--- src/rtl/spw_rx_port_pkg.sv ---
// Shared definitions for the SpaceWire receive FIFO register port:
// register addresses, STATUS/CONTROL bit positions and the prefetch FSM states.
package spw_rx_port_pkg;

    localparam logic [1:0] ADDR_DATA     = 2'd0;
    localparam logic [1:0] ADDR_STATUS   = 2'd1;
    localparam logic [1:0] ADDR_CONTROL  = 2'd2;
    localparam logic [1:0] ADDR_IRQ_MASK = 2'd3;

    localparam int unsigned DATA_VALID_BIT = 31;

    localparam int unsigned STAT_VALID   = 0;
    localparam int unsigned STAT_EMPTY   = 1;
    localparam int unsigned STAT_UFLOW   = 2;
    localparam int unsigned STAT_CNT_LSB = 16;

    localparam int unsigned CTRL_FLUSH = 0;
    localparam int unsigned CTRL_CLEAR = 1;

    localparam int unsigned IRQ_DATA = 0;
    localparam int unsigned IRQ_EOP  = 1;

    typedef enum logic [1:0] {
        EMPTY,
        WAIT,
        FULL
    } rx_state_t;

endpackage

--- src/rtl/spw_rx_fifo_port_if.sv ---
// Avalon-MM register bus between the interconnect (master) and the
// receive FIFO port (slave).
interface spw_rx_fifo_port_if;

    logic [1:0]  address;
    logic        read;
    logic        write;
    logic [31:0] writedata;
    logic [31:0] readdata;

    modport master (
        output address,
        output read,
        output write,
        output writedata,
        input  readdata
    );

    modport slave (
        input  address,
        input  read,
        input  write,
        input  writedata,
        output readdata
    );

endinterface

--- src/rtl/spw_rx_fifo_port.sv ---
// Avalon-MM window onto the SpaceWire receive FIFO: one-word prefetch, pop on DATA read.
// Optional interrupt and IRQ_MASK register when SPW_RX_PORT_IRQ_EN is defined.
module spw_rx_fifo_port
    import spw_rx_port_pkg::*;
#(
    parameter int unsigned DATA_W = 9,
    parameter int unsigned CNT_W  = 16
) (
    input  logic              clk,
    input  logic              reset_n,
    spw_rx_fifo_port_if.slave bus,
    input  logic [DATA_W-1:0] fifo_q,
    input  logic              fifo_empty,
    output logic              fifo_rdreq
`ifdef SPW_RX_PORT_IRQ_EN
    ,
    output logic              irq
`endif
);

    rx_state_t         state;
    rx_state_t         state_nxt;
    logic [DATA_W-1:0] hold;
    logic [DATA_W-1:0] hold_d;
    logic              hold_load;
    logic              underflow;
    logic [CNT_W-1:0]  count;
    logic [31:0]       rd_mux;

    logic data_rd;
    logic ctrl_wr;
    logic flush;
    logic clear;
    logic hold_valid;
    logic pop;
    logic uflow_set;
    logic unused_wdata;

    always_comb begin
        data_rd    = bus.read && (bus.address == ADDR_DATA);
        ctrl_wr    = bus.write && (bus.address == ADDR_CONTROL);
        flush      = ctrl_wr && bus.writedata[CTRL_FLUSH];
        clear      = ctrl_wr && bus.writedata[CTRL_CLEAR];
        hold_valid = (state == FULL);
        pop        = data_rd && hold_valid;
        uflow_set  = data_rd && !hold_valid;
    end

    always_ff @(posedge clk or negedge reset_n) begin
        if (!reset_n) begin
            state <= EMPTY;
        end else begin
            state <= state_nxt;
        end
    end

    always_comb begin
        state_nxt = state;
        unique case (state)
            EMPTY: if (!fifo_empty) state_nxt = WAIT;
            WAIT:  state_nxt = flush ? EMPTY : FULL;
            FULL: begin
                // Flush overrides the refill a same-cycle DATA read would start.
                if (flush) begin
                    state_nxt = EMPTY;
                end else if (data_rd) begin
                    state_nxt = fifo_empty ? EMPTY : WAIT;
                end
            end
            default: state_nxt = EMPTY;
        endcase
    end

    always_comb begin
        fifo_rdreq = 1'b0;
        hold_load  = 1'b0;
        unique case (state)
            EMPTY:   fifo_rdreq = !fifo_empty;
            WAIT:    hold_load  = !flush;
            FULL:    fifo_rdreq = data_rd && !flush && !fifo_empty;
            default: fifo_rdreq = 1'b0;
        endcase
    end

    always_comb begin
        hold_d = hold;
        if (hold_load) begin
            hold_d = fifo_q;
        end else if (flush) begin
            hold_d = '0;
        end
    end

    always_ff @(posedge clk or negedge reset_n) begin
        if (!reset_n) begin
            hold      <= '0;
            underflow <= 1'b0;
            count     <= '0;
        end else begin
            hold <= hold_d;
            if (clear) begin
                underflow <= 1'b0;
                count     <= '0;
            end else begin
                if (uflow_set) underflow <= 1'b1;
                if (pop)       count     <= count + CNT_W'(1);
            end
        end
    end

`ifdef SPW_RX_PORT_IRQ_EN
    logic [1:0] irq_mask;

    always_ff @(posedge clk or negedge reset_n) begin
        if (!reset_n) begin
            irq_mask <= '0;
            irq      <= 1'b0;
        end else begin
            if (bus.write && (bus.address == ADDR_IRQ_MASK)) begin
                irq_mask <= bus.writedata[1:0];
            end
            // Built from next-cycle state so irq drops together with the popped word.
            irq <= (state_nxt == FULL) &&
                   (irq_mask[IRQ_DATA] || (irq_mask[IRQ_EOP] && hold_d[DATA_W-1]));
        end
    end
`endif

    always_comb begin
        rd_mux = '0;
        unique case (bus.address)
            ADDR_DATA: begin
                if (hold_valid) begin
                    rd_mux[DATA_W-1:0]     = hold;
                    rd_mux[DATA_VALID_BIT] = 1'b1;
                end
            end
            ADDR_STATUS: begin
                rd_mux[STAT_VALID]              = hold_valid;
                rd_mux[STAT_EMPTY]              = fifo_empty;
                rd_mux[STAT_UFLOW]              = underflow;
                rd_mux[STAT_CNT_LSB +: CNT_W]   = count;
            end
`ifdef SPW_RX_PORT_IRQ_EN
            ADDR_IRQ_MASK: rd_mux[1:0] = irq_mask;
`endif
            default: rd_mux = '0;
        endcase
    end

    always_ff @(posedge clk or negedge reset_n) begin
        if (!reset_n) begin
            bus.readdata <= '0;
        end else if (bus.read) begin
            bus.readdata <= rd_mux;
        end
    end

    always_comb unused_wdata = ^bus.writedata[31:2];

endmodule

--- src/flat_wrapper.sv ---
// flat-port wrapper written by rule: the top's interface ports become plain ports
module spw_rx_fifo_port_flat import spw_rx_port_pkg::*;
#(
    parameter int unsigned DATA_W = 9,
    parameter int unsigned CNT_W  = 16
)
  (clk, reset_n, fifo_q, fifo_empty, fifo_rdreq, bus_address, bus_read, bus_write, bus_writedata, bus_readdata);
  spw_rx_fifo_port_if bus_i ();
  input  logic clk;
  input  logic reset_n;
  input  logic [DATA_W-1:0] fifo_q;
  input  logic fifo_empty;
  output logic fifo_rdreq;
  input wire logic [$bits(bus_i.address)-1:0] bus_address;
  input wire logic [$bits(bus_i.read)-1:0] bus_read;
  input wire logic [$bits(bus_i.write)-1:0] bus_write;
  input wire logic [$bits(bus_i.writedata)-1:0] bus_writedata;
  output wire logic [$bits(bus_i.readdata)-1:0] bus_readdata;
  assign bus_i.address = bus_address;
  assign bus_i.read = bus_read;
  assign bus_i.write = bus_write;
  assign bus_i.writedata = bus_writedata;
  assign bus_readdata = bus_i.readdata;
  spw_rx_fifo_port #(.DATA_W(DATA_W), .CNT_W(CNT_W)) u_core (.clk(clk), .reset_n(reset_n), .bus(bus_i), .fifo_q(fifo_q), .fifo_empty(fifo_empty), .fifo_rdreq(fifo_rdreq));
endmodule
--- config.mk ---
export PLATFORM = sky130hd
export DESIGN_NAME = spw_rx_fifo_port_flat
export DESIGN_NICKNAME = d
export VERILOG_FILES = /design/src/rtl/spw_rx_port_pkg.sv /design/src/rtl/spw_rx_fifo_port_if.sv /design/src/rtl/spw_rx_fifo_port.sv /design/src/flat_wrapper.sv
export SDC_FILE = /design/constraint.sdc
export NUM_CORES = 1
export LEC_CHECK = 0
export CORE_AREA = 3 3 75 77
export CTS_CLUSTER_SIZE = 14
export DETAILED_ROUTE_END_ITERATION = 10
export DIE_AREA = 0 0 78 80
export GPL_TIMING_DRIVEN = 1
export PLACE_DENSITY = 0.92
export SLEW_MARGIN = 15
export SYNTH_ARGS = -nofsm -noshare
export SYNTH_HDL_FRONTEND = slang
export SYNTH_SLANG_ARGS = --single-unit
--- constraint.sdc ---
create_clock -name clk -period 3.15 [get_ports clk]
set_clock_uncertainty 0.1 [all_clocks]
set_input_delay 0.7875 -clock clk [delete_from_list [all_inputs] [get_ports clk]]
set_output_delay 0.7875 -clock clk [all_outputs]
set_load 0.02 [all_outputs]
# Word level (Yosys, flattened, before mapping)
# Index checks and enable logic that the tools add are counted.
classes:
  n_addsub: 1
  n_mux: 20
  n_reduce_logical: 17
  n_eq_ne: 6
op_table:
  columns: ["op", "count"]
  rows:
  - ["16-bit 2-to-1 mux", 2]
  - ["9-bit 2-to-1 mux", 3]
  - ["16-bit by 1-bit adder with 16-bit output (second input constant)", 1]
  - ["15-bit 2-to-1 mux", 1]
  - ["1-bit logical AND", 8]
  - ["2-bit 2-to-1 mux", 4]
  - ["6-bit 2-to-1 mux", 1]
  - ["2-bit case mux with 3 select lines", 1]
  - ["3-bit case mux with 2 select lines", 1]
  - ["2-bit nonzero test", 3]
  - ["1-bit 2-to-1 mux", 5]
  - ["2-bit by 1-bit equality test with 1-bit output (second input constant)", 2]
  - ["2-bit equality test (second input constant)", 2]
  - ["2-bit zero test", 2]
  - ["1-bit case mux with 2 select lines", 2]
  - ["1-bit zero test", 3]
  - ["3-bit by 1-bit inequality test with 1-bit output (second input constant)", 1]
  - ["2-bit inequality test (second input constant)", 1]
  - ["2-bit AND reduction", 1]
word_totals:
  in_bits: 48
  out_inout_bits: 33
  regBits: 53
  wordCells: 49

# Logic depth before layout (Yosys ltp)
# Gate-level depths: netlist of the first run.
depth:
  word_depth: 7
  ltp_mapped: 6

# Worst setup path after synthesis of the first run
# OpenSTA, ideal clock, no wires.
synth_timing:
  path_kind: "input to output"
  from: "input port bus_address[0]"
  to: "output port fifo_rdreq"
  setup_slack_ps: 181
  required_ps: 2263
  n_path_buf: 1
  t_arrival_ps: 2082
  stages: 3
  cell_sequence: "buf_2 -> or3b_2 -> a211oi_1"
synth_between:
  elab_chain_cells: 7
  word_cells_on_any_way: 9
  classes_between: "1 x eq/ne; 1 x mux; 7 x reduce/logical"
synth_lines:
  columns: ["item", "line", "source"]
  rows:
  - ["start, declared", "flat_wrapper.sv:14", "input wire logic [$bits(bus_i.address)-1:0] bus_address;"]
  - ["2-bit equality test", "spw_rx_fifo_port.sv:41", "ctrl_wr = bus.write && (bus.address == ADDR_CONTROL);"]
  - ["1-bit logical AND", "spw_rx_fifo_port.sv:41", null]
  - ["1-bit logical AND", "spw_rx_fifo_port.sv:42", "flush = ctrl_wr && bus.writedata[CTRL_FLUSH];"]
  - ["1-bit zero test", "spw_rx_fifo_port.sv:80", "FULL: fifo_rdreq = data_rd && !flush && !fifo_empty;"]
  - ["1-bit logical AND (*) (2 in series)", "spw_rx_fifo_port.sv:80", null]
  - ["1-bit case mux with 2 select lines (*)", "spw_rx_fifo_port.sv:77", "unique case (state)"]
  - ["end, declared", "flat_wrapper.sv:13", "output logic fifo_rdreq;"]
# Every way passes the cells marked *; elsewhere a longest branch is shown, timed or not.

# Final worst setup path of the first run
# Same ends and word-level chain as after synthesis.

==> flow_summary.ini, run 1 <==
[status]
status = completed

[setup_path]
worst-r2r-cell-count = 4
startpoint_type = input pin
cpLargestDelayFamily = buffers and inverters
max_stage_delay_ns = 0.47
r2r_start = u_core.state[0]$_DFFE_PN0P_
path_buf_inv = 2
worstPathMaxFanout = 2
slowest_stage = or3b_2
cp-startpoint = bus_address[0]
cp-end-kind = output pin
path_depth = 4
crit_chain = clkdlybuf4s50_1, or3b_2, a211oi_1, buf_2
critical_path_class = input pin to output pin
required_ns = 2.26
arrival_ns = 2.23
crit_end = fifo_rdreq
r2r_setup_slack_ns = 1.31
reg2reg_to = u_core.count[13]$_DFFE_PN0P_

[clock_tree]
post_cts_resized = 5
hold_buffers = 0
post_cts_buffers = 0
cts_tree = done
clock_latency_ns = 0.33
numCtsBuffers = 5
htree_num_levels = 2
clock_sink_count = 53
cts_root_buf = clkbuf_8
clk_path_buf_depth = 2
clkTransAtPathRegs_ns = 0.10

[timing]
rsz0062_at_grt = no
timing.final.crit_period_ns = 3.119
slew_violations = 0
tightest_slew_ns = 0.6163
hold_ws_ns = 0.3376
fmax_mhz = 320.7
hold_viol = 0
period_share = 0.9900
relSlewSlack = 0.5883
setup_viol = 0

[flow_run]
drv_cap = 0

[grt]
antenna_found_initial = 0
grt_overflow = 0
grtUsageTotal = 0.1822
grt_max_degree = 54
grt_pass1_vias = 1958
grt_pass1_wl_um = 8832

[die]
initial_utilization = 0.4832
coreArea_um2 = 5075
die_w_um = 78
rows = 26
ios = 81
die_h_um = 80
dieArea_um2 = 6240

[synth]
synth_top_family_by_area = simple AND/OR/NAND/NOR gates
synthesis.area_um2 = 2452
synth_mux_area_frac = 0.01480
yosysWarnings = 0
synth_xor_area_frac = 0.03214
ys_ff_latch = 53
synth_cell_types = 43
synth_compound_area_frac = 0.1209
synth_seq_area_share = 0.5408
synth-adder-area-share = 0.005102
syn_avg_cell_area_um2 = 10.05
syn_inst = 244
synth-simple-area-share = 0.1964

[layout]
register_area_um2 = 1326
multi_input_area_um2 = 932.1
fin_nets = 340
n_fill_cell = 435
syn_to_final_growth_pct = 24.03
antenna-diode-count = 0
drive_gt1_frac = 0.09932

[routing]
viasPerCell = 5.133
firstDrtPassIters = 4
wl_um = 5027
num_vias = 1858
postRouteAntennaNets = 0
drtIter0Drc = 121
drc = 0
wl_per_cell_um = 13.89

[power_and_ir_drop]
leakage_nw = 1.344
total_power_mw = 1.568
power.density_nw_per_um2 = 515.6
ir_drop_uv = 382.0

[worst_hold_path]
hold_path.class = input pin to async pin

[place]
finalWeightedCongestion = 0.8461
hpwl_um = 3509
numPortBuffers = 43
## placed cells by master, fill, tap and decap left out, drive strengths merged, types with 3 or more instances in the layout
cell type,count
xor2,5
clkdlybuf4s50,41
and4,4
nand3,7
or3,3
conb,7
nor2b,4
o22ai,3
inv,28
dfrtp,53
xnor2,4
nor2,18
o21ai,25
nand4,5
nor3,4
buf,11
a22o,10
clkbuf,5
a21oi,7
nand2,23
## synthesized netlist by cell type, drive strengths merged
master    n  area share
conb      1      0.0015
nand2b    2      0.0051
or2       2      0.0051
dfrtp    53        0.54
xnor2     4       0.014
ha        1      0.0051
a22o     10       0.036
and4      4       0.015
nand2    23       0.035
a21oi     7       0.014
buf      12       0.038
nand4b    2      0.0097
o22ai     3      0.0077
and4b     1      0.0041
mux2      2       0.011
nor4      1      0.0087
or3b      1      0.0036
a211oi    2      0.0061
a22oi     2      0.0061
mux2i     1      0.0041
nor2b     4       0.010
and2      2      0.0051
nand4bb   1      0.0046
clkbuf    6      0.0092
inv      27       0.041
and3      1      0.0026
xor2      5       0.018
or3       3      0.0077
o21ai    25       0.051
nand4     5       0.015
or2b      1      0.0031
nor3b     1      0.0051
nand3     7       0.014
nor3      4      0.0082
nor2     18       0.034
## cells by family after synthesis
group / Yosys count
fa+ha+maj: 1
compound gates: 49
xor+xnor: 9
buf+inv: 45
flops: 53
other cells: 1
mux: 3
simple gates: 83
## how the worst min path moves through the flow
stage                            startpoint  slack [ns]                            endpoint
6_report                            reset_n        0.34        u_core.count[15]$_DFFE_PN0P_
5_1_grt                             reset_n        0.34          u_core.hold[3]$_DFFE_PN0P_
4_1_cts                             reset_n        0.34  u_core.bus.readdata[7]$_DFFE_PN0P_
3_5_place_dp     u_core.hold[7]$_DFFE_PN0P_        0.37  u_core.bus.readdata[7]$_DFFE_PN0P_
3_3_place_gp     u_core.hold[6]$_DFFE_PN0P_        0.37  u_core.bus.readdata[6]$_DFFE_PN0P_
2_1_floorplan  u_core.count[15]$_DFFE_PN0P_        0.35        u_core.count[15]$_DFFE_PN0P_
## through the flow
step           cells  worst slack (ns)  utilization  TNS (ns)  cell area [um^2]
2_1_floorplan    250            0.1809            -         0              2475
3_5_place_dp     354           -0.3830       0.5819   -0.3830              2953
6_report         362           0.03143       0.5994         0              3042
4_1_cts          362           0.04439       0.5994         0              3042
3_3_place_gp     354           -0.3946       0.5819   -0.3946              2953
5_1_grt          362           0.02042       0.5994         0              3042
## flip-flops by register name, indices dropped and copies added, names as in the netlist
register	flops
u_core.bus.readdata	25
u_core.count	16
u_core.hold	9
u_core.state	2
u_core.underflow	1
## power by group
part / switching [mW] / total [mW] / internal [mW] / leakage, nW
Combinational: 0.160 / 0.311 / 0.151 / 0.578
Clock: 0.242 / 0.403 / 0.161 / 0.0447
Sequential: 0.0777 / 0.855 / 0.777 / 0.721
## final cells by class
cell class | count | area share
Clock buffer | 5 | 0.02262
Clock inverter | 3 | 0.008227
Inverter | 27 | 0.03332
Multi-Input combinational cell | 152 | 0.3065
Sequential cell | 53 | 0.4360
Tap cell | 70 | 0.02879
Timing Repair Buffer | 52 | 0.1645
## routing by layer
layer / global-route usage / vias up / wire length (um)
li1: - / 895 / -
met1: 0.2118 / 904 / 2147
met2: 0.3125 / 48 / 2518
met3: 0.05982 / 11 / 261
met4: 0.06993 / 0 / 99
met5: 0 / - / 0
Power figures use the tool's default switching activity.
==> run 2, diff against run 1 <==
CORE_AREA = 2 2 74 76   (was 3 3 75 77)
DIE_AREA = 0 0 76 78   (was 0 0 78 80)
==> run 2 against run 1 <==
  * Sequential share of layout area rose by 0.27 points
  * Fmax is 1.9% higher
  * Cell count down 0.55%
  * Combinational power about the same
  * Largest power group unchanged
  * Total power decreased by 0.94%
  * Clock-buffer cell count up 1
  * Clock power shrank 3%
  * Global-route usage fell by 0.45 points
  * Via count up 0.48%
  * Die area decreased by 5.0%
  * Flip-flop and latch count unchanged
==> flow_summary.ini, run 2 (same netlist as run 1, synthesis figures left out) <==
[flow_run]
drv_cap = 0

[grt]
grt_pass1_wl_um = 8431
grt_max_degree = 54
grtUsageTotal = 0.1777
grt_pass1_vias = 1848
grt_overflow = 0
antenna_found_initial = 0

[layout]
fin_nets = 339
antenna-diode-count = 0
drive_gt1_frac = 0.09655
fin_util = 0.5995
largest_register_ffs = 25
n_fill_cell = 415
final_common_cell = dfrtp_1
top_register = u_core.bus.readdata
syn_to_final_growth_pct = 23.27
reg.largest.list = u_core.bus.readdata: 25 flops, u_core.count: 16 flops, u_core.hold: 9 flops
mostFrequentLayoutCells = dfrtp_1, clkdlybuf4s50_1, inv_1, o21ai_0, nand2_1
instances_no_fill = 360

[power_and_ir_drop]
combPwrFrac = 0.199
leakage_nw = 1.334
p_int_mw = 1.101
power.density_nw_per_um2 = 513.9
p_clk_frac = 0.250
ir_drop_uv = 282.1
p_sw_mw = 0.4524
p_seq_frac = 0.550
p_sw_frac = 0.2912

[die]
ios = 81
die_w_um = 76
coreArea_um2 = 5042
initial_utilization = 0.4864
rows = 26
dieArea_um2 = 5928
die_h_um = 78

[timing]
setup_viol = 0
period_share = 0.9717
relSlewSlack = 0.5627
rsz0062_at_grt = no
tightest_slew_ns = 0.6560
slew_violations = 0
finalSetupTns_ns = 0
fmax_mhz = 326.7
timing.final.crit_period_ns = 3.061
hold_viol = 0

[clock_tree]
clock_sink_count = 53
post_cts_resized = 6
hold_buffers = 0
numCtsBuffers = 5
cts_tree = done
cts_root_buf = clkbuf_8
htree_num_levels = 2
clkTransAtPathRegs_ns = 0.08
clock_latency_ns = 0.31
clk_path_buf_depth = 2
post_cts_buffers = 0

[setup_path]
critical_path_class = input pin to output pin
worst-r2r-cell-count = 4
arrival_ns = 2.17
reg2reg_to = u_core.count[13]$_DFFE_PN0P_
r2r_start = u_core.state[0]$_DFFE_PN0P_
required_ns = 2.26
r2r_setup_slack_ns = 1.25
startpoint_type = input pin
worstPathMaxFanout = 2
cp-end-kind = output pin

[routing]
drc = 0
firstDrtPassIters = 4
drtIter0Drc = 74
wl_per_cell_um = 13.79
viasPerCell = 5.186
postRouteAntennaNets = 0
wl_um = 4966
num_vias = 1867

[worst_hold_path]
worstHoldStart = u_core.count[15]$_DFFE_PN0P_
hold_path.class = flop to flop
worstHoldPathCells = 1
hold-path-endpoint = u_core.count[15]$_DFFE_PN0P_

[place]
finalWeightedCongestion = 0.7707
dp_cells = 353
hpwl_um = 3496
numPortBuffers = 43

[status]
status = completed
run 2: routing by layer:
metal	vias to the layer above	global-route usage	wire (um)	part of all wire
met5	-	0	0	0
met1	912	0.2189	2154	0.43
met2	53	0.3009	2463	0.50
met3	10	0.04419	250	0.050
li1	892	-	-	-
met4	0	0.07273	97	0.020
run 2: stage by stage:
step / area, um^2 / setup slack, ns / hold slack [ns] / power [mW]
2_1_floorplan: 2475 / 0.1809 / 0.3465 / 1.055
3_5_place_dp: 2933 / -0.3980 / 0.3748 / 1.177
5_1_grt: 3023 / 0.03263 / 0.4260 / 1.640
6_report: 3023 / 0.08908 / 0.3952 / 1.554
3_3_place_gp: 2933 / -0.4082 / 0.3697 / 1.160
4_1_cts: 3023 / 0.08556 / 0.3941 / 1.569
run 2: worst max-delay path by stage:
stage	slack, ns	startpoint	depth (start not counted)	endpoint
5_1_grt	0.03	bus_read	4	fifo_rdreq
6_report	0.09	bus_read	4	fifo_rdreq
4_1_cts	0.09	bus_read	4	fifo_rdreq
2_1_floorplan	0.18	bus_address[0]	3	fifo_rdreq
3_3_place_gp	-0.41	bus_read	4	fifo_rdreq
3_5_place_dp	-0.40	bus_read	4	fifo_rdreq
run 2: worst max-delay path, cell delays in order:
cell	delay (ns)
clkdlybuf4s50_1	0.47
or3b_2	0.48
a211oi_2	0.25
buf_2	0.20
run 2: cell type report:
class	count	area (um^2)	area share
clock buffers	6	82.58	0.02732
clock inverters	1	7.507	0.002483
inverters	27	101.3	0.03353
multi-input cells	152	937.1	0.3100
flip-flops and latches	53	1326	0.4387
well taps	70	87.58	0.02897
repair buffers	51	480.5	0.1589
run 2: power by group through the flow:
stage | combinational (mW) | clock [mW] | sequential [mW]
final | 0.309 | 0.389 | 0.855
after global routing | 0.341 | 0.432 | 0.868
after CTS | 0.312 | 0.403 | 0.854
after detailed placement | 0.314 | 0 | 0.863
after global placement | 0.299 | 0 | 0.861
after floorplan | 0.191 | 0 | 0.864
==> run 3, diff against run 2 <==
CORE_AREA = 2 2 88 65   (was 2 2 74 76)
DIE_AREA = 0 0 90 67   (was 0 0 76 78)
==> run 3 against run 2 <==
  * Utilization down 0.79 points
  * Register-to-register slack gained 0.02 ns
  * Cell count is 1.1% higher
  * First-iteration DRC count rose by 1.4%
  * Non-clock buffer count is 1 higher
  * Fmax fell by 0.60%
  * Flip-flop and latch count unchanged
  * Clock-buffer cell count rose by 1
  * Largest power group unchanged
==> flow_summary.ini, run 3 (same netlist as run 1, synthesis figures left out) <==
[setup_path]
critical_path_class = input pin to output pin
crit_chain = clkdlybuf4s50_1, or3b_2, a211oi_2, buf_4
startpoint_type = input pin
required_ns = 2.26
arrival_ns = 2.19
cpLargestDelayFamily = buffers and inverters
path_buf_inv = 2
cp-end-kind = output pin
r2r_start = u_core.count[3]$_DFFE_PN0P_
worstPathMaxFanout = 2
max_stage_delay_ns = 0.51
slowest_stage = clkdlybuf4s50_1
cp-startpoint = bus_read

[place]
finalWeightedCongestion = 0.8315
dp_cells = 356
hpwl_um = 3627
numPortBuffers = 43
placed_area_um2 = 2943
post-place-ws_ns = -0.4416

[layout]
fin_nets = 340
antenna-diode-count = 0
n_fill_cell = 445
final_common_cell = dfrtp_1
syn_to_final_growth_pct = 23.52
reg.largest.list = u_core.bus.readdata: 25 flops, u_core.count: 16 flops, u_core.hold: 9 flops
instances_no_fill = 364
mostFrequentLayoutCells = dfrtp_1, clkdlybuf4s50_1, inv_1, o21ai_0, nand2_1
drive_gt1_frac = 0.09589
stdcell_area_um2 = 3029
top_register = u_core.bus.readdata
largest_register_ffs = 25

[die]
dieArea_um2 = 6030
die_h_um = 67
rows = 22
coreArea_um2 = 5120
initial_utilization = 0.4790
die_w_um = 90
ios = 81

[worst_hold_path]
hold_path.class = flop to flop
worstHoldStart = u_core.hold[6]$_DFFE_PN0P_

[clock_tree]
numCtsBuffers = 5
htree_num_levels = 2
cts_tree = done
clkTransAtPathRegs_ns = 0.09
clk_path_buf_depth = 2
cts_root_buf = clkbuf_8
clock_sink_count = 53
clock_latency_ns = 0.31
post_cts_buffers = 0

[power_and_ir_drop]
leakage_nw = 1.334
p_int_mw = 1.088
p_sw_frac = 0.2952
power.density_nw_per_um2 = 509.4
ir_drop_uv = 269.8
combPwrFrac = 0.204
p_seq_frac = 0.553
p_sw_mw = 0.4555
p_clk_frac = 0.242

[routing]
drc = 0
m1WireLength_um = 2215
routed-wl-met3_um = 293
num_vias = 1857
drtIter0Drc = 75
postRouteAntennaNets = 0
firstDrtPassIters = 4
wl_per_cell_um = 13.65
wl_um = 4970
route.met2.wl_um = 2420
viasPerCell = 5.102
top_layer = met4

[status]
status = completed

[timing]
relSlewSlack = 0.5321
fmax_mhz = 324.7
hold_viol = 0
tightest_slew_ns = 0.7018
setup_ws_ns = 0.07052
hold_ws_ns = 0.4042
slew_violations = 0
period_share = 0.9776
finalSetupTns_ns = 0
rsz0062_at_grt = no
setup_viol = 0
timing.final.crit_period_ns = 3.079

[grt]
antenna_found_initial = 0
grt_overflow = 0
grt_pass1_vias = 1899
grtUsageTotal = 0.1851
grt_max_degree = 33
grt_pass1_wl_um = 8776

[flow_run]
drv_cap = 0
## run 3: cell type report
type,instances,area [um^2],area share
Inverter,27,101.3,0.03346
Timing Repair Buffer,52,490.5,0.1619
Clock inverter,1,7.507,0.002478
Sequential cell,53,1326,0.4378
Multi-Input combinational cell,152,937.1,0.3094
Tap cell,72,90.09,0.02974
Clock buffer,7,76.32,0.02520
## run 3: power groups by stage
| stage | sequential [mW] | combinational (mW) | clock (mW) |
|---|---|---|---|
| after CTS | 0.852 | 0.319 | 0.392 |
| after detailed placement | 0.863 | 0.320 | 0 |
| after floorplan | 0.864 | 0.191 | 0 |
| after global placement | 0.859 | 0.303 | 0 |
| after global routing | 0.870 | 0.348 | 0.424 |
| final | 0.854 | 0.315 | 0.374 |
## run 3: final timing paths
kind                                                        to  slack (ns)  depth (start not counted)
max                                                 fifo_rdreq        0.07                          4
min                         u_core.bus.readdata[6]$_DFFE_PN0P_        0.40                          2
max reg2reg                       u_core.count[13]$_DFFE_PN0P_        1.27                          4
min reg2reg                 u_core.bus.readdata[6]$_DFFE_PN0P_        0.40                          2
max in group asynchronous   u_core.bus.readdata[3]$_DFFE_PN0P_        1.90                          2
min in group asynchronous  u_core.bus.readdata[20]$_DFFE_PN0P_        0.41                          1
## run 3: tightest hold or removal path: stages, from the launching register on
cell and delay [ns]:
dfrtp_1 0.37, nand2_1 0.05, o21ai_0 0.06
## run 3: per-stage QoR
step                      power [mW]  utilization
after floorplan                1.055            -
after global placement         1.163       0.5748
after detailed placement       1.184       0.5748
after CTS                      1.563       0.5907
after global routing           1.642       0.5916
final                          1.543       0.5916
## run 3: what timing repair did
item	4_1_cts	5_1_grt
gates resized for setup	6	1
pin swaps	0	0
setup endpoints to repair	1	1
hold buffers	0	0
## run 3: per-layer routing
layer	vias to the layer above	GRT usage
li1	900	-
met1	909	0.2245
met2	43	0.3214
met3	5	0.06674
met4	0	0.04038
met5	-	0
==> RTL edit, RTL diff (config.mk and constraints of run 1) <==
`DATA_W` is set to 9 in 2 places; all go to 7.
--- a/src/rtl/spw_rx_fifo_port.sv
+++ b/src/rtl/spw_rx_fifo_port.sv
@@ -3,7 +3,7 @@
 module spw_rx_fifo_port
     import spw_rx_port_pkg::*;
 #(
-    parameter int unsigned DATA_W = 9,
+    parameter int unsigned DATA_W = 7,
     parameter int unsigned CNT_W  = 16
 ) (
     input  logic              clk,
--- a/src/flat_wrapper.sv
+++ b/src/flat_wrapper.sv
@@ -1,7 +1,7 @@
 // flat-port wrapper written by rule: the top's interface ports become plain ports
 module spw_rx_fifo_port_flat import spw_rx_port_pkg::*;
 #(
-    parameter int unsigned DATA_W = 9,
+    parameter int unsigned DATA_W = 7,
     parameter int unsigned CNT_W  = 16
 )
   (clk, reset_n, fifo_q, fifo_empty, fifo_rdreq, bus_address, bus_read, bus_write, bus_writedata, bus_readdata);
Interface: changed (resized fifo_q); port bits go from 81 to 79. The function was not compared with the original's and may differ.
==> RTL edit against run 1 <==
- hold slack improved by 62 ps
- synthesized cell count decreased by 5.7%
- final area decreased by 7.2%
- global-route usage decreased by 1.7 points
- critical path depth unchanged
- sequential cell count decreased by 4
- first-iteration DRC count increased by 14%
- worst setup slack improved by 99 ps
- wire length decreased by 6.3%
- via count decreased by 5.7%
- total power decreased by 7.8%
- area after synthesis decreased by 7.1%
- critical path type unchanged
==> RTL edit: results (changes against run 1) <==
----------------------------------------------------
[Logic synthesis]
  Multiplexer share of the synthesized area ... 0.988% (-0.49 points)
  Average instance area after synthesis ... 9.91 sq um (-1.4%)
  Synth area leaders ... sky130_fd_sc_hd__dfrtp_1 54%, sky130_fd_sc_hd__inv_1 4.0%, sky130_fd_sc_hd__o21ai_0 3.7%, sky130_fd_sc_hd__nand2_1 3.5%, sky130_fd_sc_hd__a22o_1 3.1%
  Compound-cell area share of the yosys netlist ... 12.4% (+0.26 points)
  Top cell types by occurrence after synthesis ... 49 x sky130_fd_sc_hd__dfrtp_1, 24 x sky130_fd_sc_hd__inv_1, 21 x sky130_fd_sc_hd__nand2_1, 17 x sky130_fd_sc_hd__nor2_1, 17 x sky130_fd_sc_hd__o21ai_0
  Post-synth top area share ... 53.8% (-0.27 points)
  Seq/Total Area, Yosys ... 53.8% (-0.27 points)

[Clocking]
  Latest clock arrival within the worst-skew pair ... 300 ps (-30 ps)
  Clock-pin slew reported for the worst setup and hold paths after clock tree synthesis ... 80 ps (-20 ps)

[Global routing]
  GR Util met2 ... 28.0% (-3.3 points)
  Largest net degree at the start of global routing ... 50 (-7.4%)
  Met1 track demand over resource in global routing ... 20.8% (-0.36 points)
  Met3 layer usage reported by global route ... 3.95% (-2.0 points)
  Global-route wire length before repair ... 8210 microns (-7.0%)
  All-layer global routing usage ... 16.6% (-1.7 points)

[Route]
  Vias/cell ... 5.09 (-0.77%)
  Average wire per cell in the routed design ... 13.7 microns (-1.4%)
  Violation count after the first detailed-route iteration ... 138 (+14%)
  Met3 Wirelength ... 251 microns (-3.8%)
  Post-Route M1 WL ... 2020 microns (-6.1%)
  Detail Route met2 WL ... 2360 microns (-6.3%)
  DR vias ... 1752 (-5.7%)

[Pwr]
  VDD IR-drop max ... 0.000321 V (-16%)
  Leakage ... 1.23 nW (-8.3%)

[Finish]
  Total of fill cells in the finished design ... 463 (+6.4%)
  Largest registers ranked by flip-flop count ... u_core.bus.readdata (23), u_core.count (16), u_core.hold (7)
  Fin nets ... 321 (-5.6%)
  Fraction of layout cells with a size suffix above 1 ... 9.12% (-0.81 points)

[Timing]
  Slew Limit Headroom ... 60.0% (+1.1 points)
  Max Clk Rate ... 331 MHz (+3.3%)

[Critical path]
  Critical register-to-register path startpoint ... u_core.count[0]
  Critical-path top delay cell ... sky130_fd_sc_hd__clkdlybuf4s50_1
  Worst Reg2Reg Path Length in Cells ... 5 (+1)
  Critical Path Source ... bus_read
  Worst r2r dst ... u_core.count[12]

[Worst hold path]
  Min-delay worst type ... reg2reg

[Place]
  Total half-perimeter wirelength after legalization and detailed placement ... 3350 microns (-4.4%)
  Post-DP Area ... 0.00274 sq mm (-7.3%)
  Routability cong. ... 0.782 (-7.6%)
  Worst-case setup slack after placement ... -405 ps (-21.9 ps)
  Total instance count after detailed placement ... 337 (-4.8%)

[Outcome]
  Run status ... completed

----------------------------------------------------
RTL edit: changes by cell type after synthesis, sizes merged, moves of 3 or more:
cell | before | now
o31ai | 0 | 3
dfrtp | 53 | 49
o21ai | 25 | 21
or4 | 0 | 3
and3 | 1 | 4
a21oi | 7 | 10
RTL edit: per-stage QoR:
stage	util, %	TNS, ps
final	55.6	0
after global routing	55.6	0
after CTS	55.8	0
after detailed placement	53.9	-405
after global placement	53.9	-354
after floorplan	-	0
RTL edit: how the worst min path moves through the flow:
stage,startpoint,to,slack (ps)
global route,u_core.hold[3],u_core.bus.readdata[3],430
floorplan,u_core.hold[3],u_core.bus.readdata[3],350
CTS,u_core.hold[3],u_core.bus.readdata[3],400
global placement,u_core.hold[4],u_core.bus.readdata[4],370
finish,u_core.hold[3],u_core.bus.readdata[3],400
detailed placement,u_core.hold[6],u_core.bus.readdata[6],390
RTL edit: layout make-up:
| class | count | share of cell area (%) |
|---|---|---|
| clock buffer | 7 | 3.06 |
| sequential | 49 | 43.4 |
| multi-input combinational | 146 | 31.5 |
| timing repair buffer | 47 | 15.6 |
| inverter | 25 | 3.32 |
| tap | 70 | 3.10 |
RTL edit: power by group:
part	internal (mW)	switching, mW	total [mW]
Sequential	0.713	0.0679	0.781
Clock	0.174	0.192	0.367
Combinational	0.134	0.165	0.299
Total	1.02	0.425	1.45
RTL edit: tightest hold or removal path, delay by kind of cell (launching register included):
| family | cells | cell delay (ps) |
|---|---|---|
| DFF | 1 | 350 |
| AOI/OAI and AO/OA | 1 | 60 |
| and+or+nand+nor | 1 | 50 |
RTL edit: what timing repair did:
item | in CTS | in global routing
setup endpoints to repair | 1 | 1
resized for setup | 5 | 1
setup buffers | 0 | 0
